[src/rtl/dmem_port_ctrl_pkg.sv]
// Shared encodings and access-rule helpers for the data-memory port controller.
package dmem_port_ctrl_pkg;

  typedef enum logic [1:0] {
    SZ_B   = 2'b00,
    SZ_H   = 2'b01,
    SZ_W   = 2'b10,
    SZ_ILL = 2'b11
  } size_e;

  typedef enum logic [1:0] {
    IDLE = 2'd0,
    XFER = 2'd1,
    CAPT = 2'd2,
    ACK  = 2'd3
  } state_e;

  typedef enum logic {
    REQ_IF = 1'b0,
    REQ_D  = 1'b1
  } req_e;

  function automatic logic access_err(input logic [1:0] size, input logic [1:0] lsb);
    logic err;
    case (size)
      SZ_B:    err = 1'b0;
      SZ_H:    err = lsb[0];
      SZ_W:    err = (lsb != 2'b00);
      default: err = 1'b1;
    endcase
    return err;
  endfunction

  // Index of the final byte cycle for a legal size.
  function automatic logic [1:0] size_last_idx(input logic [1:0] size);
    logic [1:0] idx;
    case (size)
      SZ_B:    idx = 2'd0;
      SZ_H:    idx = 2'd1;
      default: idx = 2'd3;
    endcase
    return idx;
  endfunction

endpackage

[src/rtl/dmem_port_ctrl_load_extend.sv]
// Sign- or zero-extends assembled load data according to access size.
module load_extend
  import dmem_port_ctrl_pkg::*;
(
  input  logic [31:0] raw,
  input  logic [1:0]  size,
  input  logic        is_unsigned,
  output logic [31:0] ext
);

  always_comb begin
    ext = raw;
    case (size)
      SZ_B:    ext = {{24{raw[7] & ~is_unsigned}}, raw[7:0]};
      SZ_H:    ext = {{16{raw[15] & ~is_unsigned}}, raw[15:0]};
      default: ext = raw;
    endcase
  end

endmodule

[src/rtl/dmem_port_ctrl.sv]
// Round-robin byte-serial port between instruction fetch and load/store onto a byte-wide array.
//   state | meaning
//   IDLE  | sample requests, arbitrate, check alignment
//   XFER  | one array byte per cycle (write, or issue read)
//   CAPT  | capture last read byte, present extended data
//   ACK   | one-cycle ack pulse, update round-robin pointer
module dmem_port_ctrl
  import dmem_port_ctrl_pkg::*;
#(
  parameter int ADDR_W     = 32,
  parameter int DEPTH_LOG2 = 16
) (
  input  logic                  clk,
  input  logic                  rst_n,
  input  logic                  if_req,
  input  logic [ADDR_W-1:0]     if_addr,
  output logic                  if_ack,
  output logic [31:0]           if_rdata,
  output logic                  if_err,
  input  logic                  d_req,
  input  logic                  d_we,
  input  logic [1:0]            d_size,
  input  logic                  d_unsigned,
  input  logic [ADDR_W-1:0]     d_addr,
  input  logic [31:0]           d_wdata,
  output logic                  d_ack,
  output logic [31:0]           d_rdata,
  output logic                  d_err,
  output logic [DEPTH_LOG2-1:0] mem_addr,
  output logic [7:0]            mem_wdata,
  output logic                  mem_we,
  output logic                  mem_re,
  input  logic [7:0]            mem_rdata,
  output logic                  busy
);

  state_e                state;
  req_e                  id_q, last_id, g_id;
  logic                  we_q, uns_q;
  logic [1:0]            size_q, idx, nxt_idx, cap_idx;
  logic [31:0]           wdata_q, raw, raw_cap, ext_data;
  logic                  g_we, g_uns, g_err;
  logic [1:0]            g_size;
  logic [DEPTH_LOG2-1:0] g_addr;
  logic [31:0]           g_wdata;
  logic                  unused_addr_hi;

  assign unused_addr_hi = ^{if_addr[ADDR_W-1:DEPTH_LOG2], d_addr[ADDR_W-1:DEPTH_LOG2]};
  assign busy = (state != IDLE);

  always_comb begin
    g_id = REQ_IF;
    if (if_req && d_req) g_id = (last_id == REQ_IF) ? REQ_D : REQ_IF;
    else if (d_req)      g_id = REQ_D;

    if (g_id == REQ_D) begin
      g_we    = d_we;
      g_size  = d_size;
      g_uns   = d_unsigned;
      g_addr  = d_addr[DEPTH_LOG2-1:0];
      g_wdata = d_wdata;
    end else begin
      g_we    = 1'b0;
      g_size  = SZ_W;
      g_uns   = 1'b1;
      g_addr  = if_addr[DEPTH_LOG2-1:0];
      g_wdata = 32'd0;
    end
    g_err = access_err(g_size, g_addr[1:0]);

    nxt_idx = idx + 2'd1;
    // Read data lags the issuing byte cycle by one; CAPT holds idx at the last byte.
    cap_idx = (state == CAPT) ? idx : idx - 2'd1;
    raw_cap = raw;
    raw_cap[{cap_idx, 3'b000} +: 8] = mem_rdata;
  end

  load_extend u_load_extend (
    .raw         (raw_cap),
    .size        (size_q),
    .is_unsigned (uns_q),
    .ext         (ext_data)
  );

  always_ff @(posedge clk or negedge rst_n) begin
    if (!rst_n) begin
      state     <= IDLE;
      id_q      <= REQ_IF;
      last_id   <= REQ_D;
      we_q      <= 1'b0;
      size_q    <= 2'b00;
      uns_q     <= 1'b0;
      wdata_q   <= 32'd0;
      idx       <= 2'd0;
      raw       <= 32'd0;
      mem_addr  <= '0;
      mem_wdata <= 8'd0;
      mem_we    <= 1'b0;
      mem_re    <= 1'b0;
      if_ack    <= 1'b0;
      if_rdata  <= 32'd0;
      if_err    <= 1'b0;
      d_ack     <= 1'b0;
      d_rdata   <= 32'd0;
      d_err     <= 1'b0;
    end else begin
      case (state)
        IDLE: begin
          if (if_req || d_req) begin
            id_q    <= g_id;
            we_q    <= g_we;
            size_q  <= g_size;
            uns_q   <= g_uns;
            wdata_q <= g_wdata;
            idx     <= 2'd0;
            raw     <= 32'd0;
            if (g_err) begin
              state <= ACK;
              if (g_id == REQ_IF) begin
                if_ack   <= 1'b1;
                if_err   <= 1'b1;
                if_rdata <= 32'd0;
              end else begin
                d_ack   <= 1'b1;
                d_err   <= 1'b1;
                d_rdata <= 32'd0;
              end
            end else begin
              state     <= XFER;
              mem_addr  <= g_addr;
              mem_wdata <= g_wdata[7:0];
              mem_we    <= g_we;
              mem_re    <= ~g_we;
            end
          end
        end
        XFER: begin
          if (idx != 2'd0) raw <= raw_cap;
          if (idx == size_last_idx(size_q)) begin
            mem_we <= 1'b0;
            mem_re <= 1'b0;
            if (we_q) begin
              state   <= ACK;
              d_ack   <= 1'b1;
              d_err   <= 1'b0;
              d_rdata <= 32'd0;
            end else begin
              state <= CAPT;
            end
          end else begin
            idx       <= nxt_idx;
            mem_addr  <= mem_addr + DEPTH_LOG2'(1);
            mem_wdata <= wdata_q[{nxt_idx, 3'b000} +: 8];
          end
        end
        CAPT: begin
          state <= ACK;
          if (id_q == REQ_IF) begin
            if_ack   <= 1'b1;
            if_err   <= 1'b0;
            if_rdata <= ext_data;
          end else begin
            d_ack   <= 1'b1;
            d_err   <= 1'b0;
            d_rdata <= ext_data;
          end
        end
        ACK: begin
          if_ack  <= 1'b0;
          d_ack   <= 1'b0;
          last_id <= id_q;
          state   <= IDLE;
        end
        default: state <= IDLE;
      endcase
    end
  end

endmodule
[config.mk]
export PLATFORM = sky130hd
export DESIGN_NAME = dmem_port_ctrl
export DESIGN_NICKNAME = d
export VERILOG_FILES = /design/src/rtl/dmem_port_ctrl_pkg.sv /design/src/rtl/dmem_port_ctrl_load_extend.sv /design/src/rtl/dmem_port_ctrl.sv
export SDC_FILE = /design/constraint.sdc
export NUM_CORES = 1
export LEC_CHECK = 0
export BUFFER_PORTS_ARGS = -buffer_cell sky130_fd_sc_hd__buf_2
export CORE_UTILIZATION = 30
export DETAILED_ROUTE_END_ITERATION = 8
export MAX_ROUTING_LAYER = met4
export PLACE_DENSITY_LB_ADDON = 0.3
export SYNTH_ARGS = -nofsm -noshare
export SYNTH_HDL_FRONTEND = slang
export SYNTH_HIERARCHICAL = 1
export SYNTH_SLANG_ARGS = --single-unit
[constraint.sdc]
create_clock -name clk -period 5.69 [get_ports clk]
set_clock_uncertainty 0.2 [all_clocks]
set_input_delay 0.569 -clock clk [delete_from_list [all_inputs] [get_ports clk]]
set_output_delay 0.569 -clock clk [all_outputs]
set_load 0.02 [all_outputs]
==> flow_metrics.env <==
export IMPL_vias=7237
export IMPL_drc_errors=0
export IMPL_start_util=0.307
export IMPL_max_vdd_ir_drop_mv=0.297
export IMPL_clockBufferDepth=2
export IMPL_cts_tree="done"
export IMPL_yosys_area_top_type="dfrtp_1"
export IMPL_crit_fanout=10
export IMPL_cts_max_level=4
export IMPL_postCtsResizedCells=0
export IMPL_cts_clk_slew_worst_paths_ns=0.07
export IMPL_setup_viol=0
export IMPL_power_total_mw=5.68
export IMPL_netlist_area_leader_share=0.485
export IMPL_finalWirelength_um=23600
export IMPL_worst_endpoint_required_ns=5.83
export IMPL_syn_num_nets=1077
export IMPL_area_delta_synth_final_pct=19.0
export IMPL_tns_ns=0
export IMPL_core_area_mm2=0.0280
export IMPL_cts_root_buf="clkbuf_16"
export IMPL_maxSlewViolCount=0
export IMPL_crit_path_end_kind="flip-flop"
export IMPL_antenna_found_initial=2
export IMPL_min_delay_start="d_wdata[26]"
export IMPL_stdcell_area_mm2=0.0102
export IMPL_synthTopCellsByArea="dfrtp_1, nand2_1, o21ai_0"
export IMPL_die_area_mm2=0.0294
export IMPL_clk_insertion_delay_late_ns=0.43
export IMPL_startpoint_type="flip-flop"
export IMPL_synth_most_common_cell="nand2_1"
export IMPL_yosysUniqueCellTypes=65
export IMPL_grt_pass1_vias=7089
export IMPL_r2r_start="idx[1]"
export IMPL_ys_async_sr_fraction=1.00
export IMPL_gp_congestion=0.781
export IMPL_antenna_violating_nets_post_route=0
export IMPL_gr_total_overflow=0
export IMPL_dp_cells=1431
export IMPL_slowest_stage="ha_1"
export IMPL_grt_usage=0.171
export IMPL_vias_per_cell=4.94
export IMPL_cap_viol_max_count=0
export IMPL_yosysSeqAreaShare=0.489
export IMPL_path_cells="inv_1, ha_1, mux2i_1, inv_1, ha_1, nand2_1, nor3_2, a21o_1, or4b_4, nand2_1, nand2_1, o21ai_0"
export IMPL_yosysWarningCount=6
export IMPL_rsz0062_at_grt="no"
export IMPL_numClockSinks=168
export IMPL_dpl_instance_area_mm2=0.00964
export IMPL_worst_pin_slew_ns=1.18
export IMPL_powerDensity_mw_per_mm2=555
export IMPL_power_leakage_nw=5.03
export IMPL_status="complete, no violations"
export IMPL_min_period_ns=3.95
export IMPL_drive_above_1_share=0.227
export IMPL_drtIter0Drc=418
export IMPL_whs_ns=0.149
export IMPL_worst_setup_path_type="flip-flop to flip-flop"
export IMPL_ys_flop_type="dfrtp_1"
export IMPL_rows=61
export IMPL_netlist_instances=952
export IMPL_dp_final_hpwl_um=16300
export IMPL_layoutNonFillerInstCount=1466
export IMPL_ys_seq_elements=168
export IMPL_io_pins=207
export IMPL_netlist_top_cells_count="nand2_1, dfrtp_1, o21ai_0"
export IMPL_cp_arrival_ns=4.08
export IMPL_numPortBuffers=174
export IMPL_synth_area_per_cell_um2=9.04
export IMPL_relSlewSlack=0.215
export IMPL_min_path_type="primary input to flip-flop"
export IMPL_firstDrtPassIters=5
export IMPL_cts_buffers=17
export IMPL_grt_pass1_wl_um=38200
export IMPL_fp_dieW_um=171
export IMPL_crit_path_max_incr_delay_ns=0.62
export IMPL_fp_dieH_um=171
export IMPL_fmax_ghz=0.253
export IMPL_grt_max_degree=67
export IMPL_final_hold_viol_count=0
export IMPL_synthesis_area_mm2=0.00861
export IMPL_period_share=0.693
export IMPL_wire_per_inst_um=16.1
export IMPL_synth_edf_count=0
export IMPL_final_nets=1198
export IMPL_crit_start="idx[1]"
export IMPL_path_common_cell="nand2_1"
-- worst max-delay path, delay by kind of cell, from the launching register on --
| kind | cells | cell delay, ns |
|---|---|---|
| buffers and inverters | 2 | 0.27 |
| AO/OA/AOI/OAI | 2 | 0.46 |
| adder cells (fa/ha/maj) | 2 | 1.00 |
| AND/OR/NAND/NOR | 5 | 1.26 |
| flip-flops | 1 | 0.39 |
| multiplexers | 1 | 0.28 |
-- state kept, by name, summed over array words and instances (netlist names), 2 cells and up --
register   flops
if_rdata      32
d_rdata       32
size_q         2
mem_addr      16
idx            2
state          2
raw           32
wdata_q       32
mem_wdata      8
-- final timing paths --
kind,slack [ns],endpoint,cells after the start
worst max register to register,1.74,d_rdata[8],12
worst max-delay path,1.74,d_rdata[8],12
min in group asynchronous,0.47,if_rdata[8],2
worst min register to register,0.27,d_rdata[10],2
worst min-delay path,0.15,wdata_q[26],2
max in group asynchronous,3.61,raw[28],3
-- stage by stage --
step                setup slack, ns   util
floorplan                      2.19      -
global placement               1.74  0.344
detailed placement             1.69  0.344
CTS                            1.67  0.366
global route                   1.39  0.366
finish                         1.74  0.366
-- cell type report --
type | instances | area (um^2)
inverter | 13 | 48.8
clock buffer | 18 | 429
antenna | 2 | 5.00
sequential | 168 | 4210
multi-input combinational | 689 | 3970
tap | 378 | 473
timing repair buffer | 184 | 955
fill | 2931 | 17800
clock inverter | 14 | 161
-- routing by layer --
| layer | track usage | share of wire | vias to the layer above |
|---|---|---|---|
| li1 | - | - | 3551 |
| met1 | 0.224 | 0.48 | 3481 |
| met2 | 0.268 | 0.46 | 192 |
| met3 | 0.0382 | 0.051 | 13 |
| met4 | 0.0415 | 0.0089 | 0 |
| met5 | - | 0 | - |
-- logic make-up (layout without fill, tap and decap cells) --
group,count (synthesis),in the layout,synth area share
multiplexers,19,19,0.0344
AND/OR/NAND/NOR,358,358,0.191
other,0,2,0
adder cells (fa/ha/maj),13,13,0.0189
flip-flops,168,168,0.489
buffers and inverters,95,229,0.0526
XOR/XNOR,1,1,0.00189
AO/OA/AOI/OAI,298,298,0.212
-- cell usage in the layout (no fill, tap or decap), types with 8 or more instances in the layout --
cell type / netlist / layout
ha_1: 13 / 13
a21o_1: 32 / 32
a21oi_1: 49 / 49
nand4_1: 8 / 8
a22o_1: 27 / 27
nand2_1: 226 / 226
dfrtp_1: 167 / 167
buf_4: 10 / 9
nor2_1: 29 / 28
o21ai_0: 135 / 135
nor2b_1: 33 / 33
mux2i_1: 8 / 8
buf_2: 22 / 173
mux4_2: 8 / 8
clkbuf_16: 0 / 17
inv_1: 13 / 13
nand3_1: 14 / 14
o21ai_1: 14 / 12
and3_1: 11 / 11
-- report_power, final --
group | internal, mW | switching [mW]
Clock | 0.661 | 0.526
Sequential | 1.56 | 0.286
Combinational | 0.916 | 1.74
-- what timing repair did --
action	4_1_cts	5_1_grt
buffers inserted	0	0
hold buffers	1	0
endpoints found under the hold margin	52	0
Power figures use the tool's default switching activity.
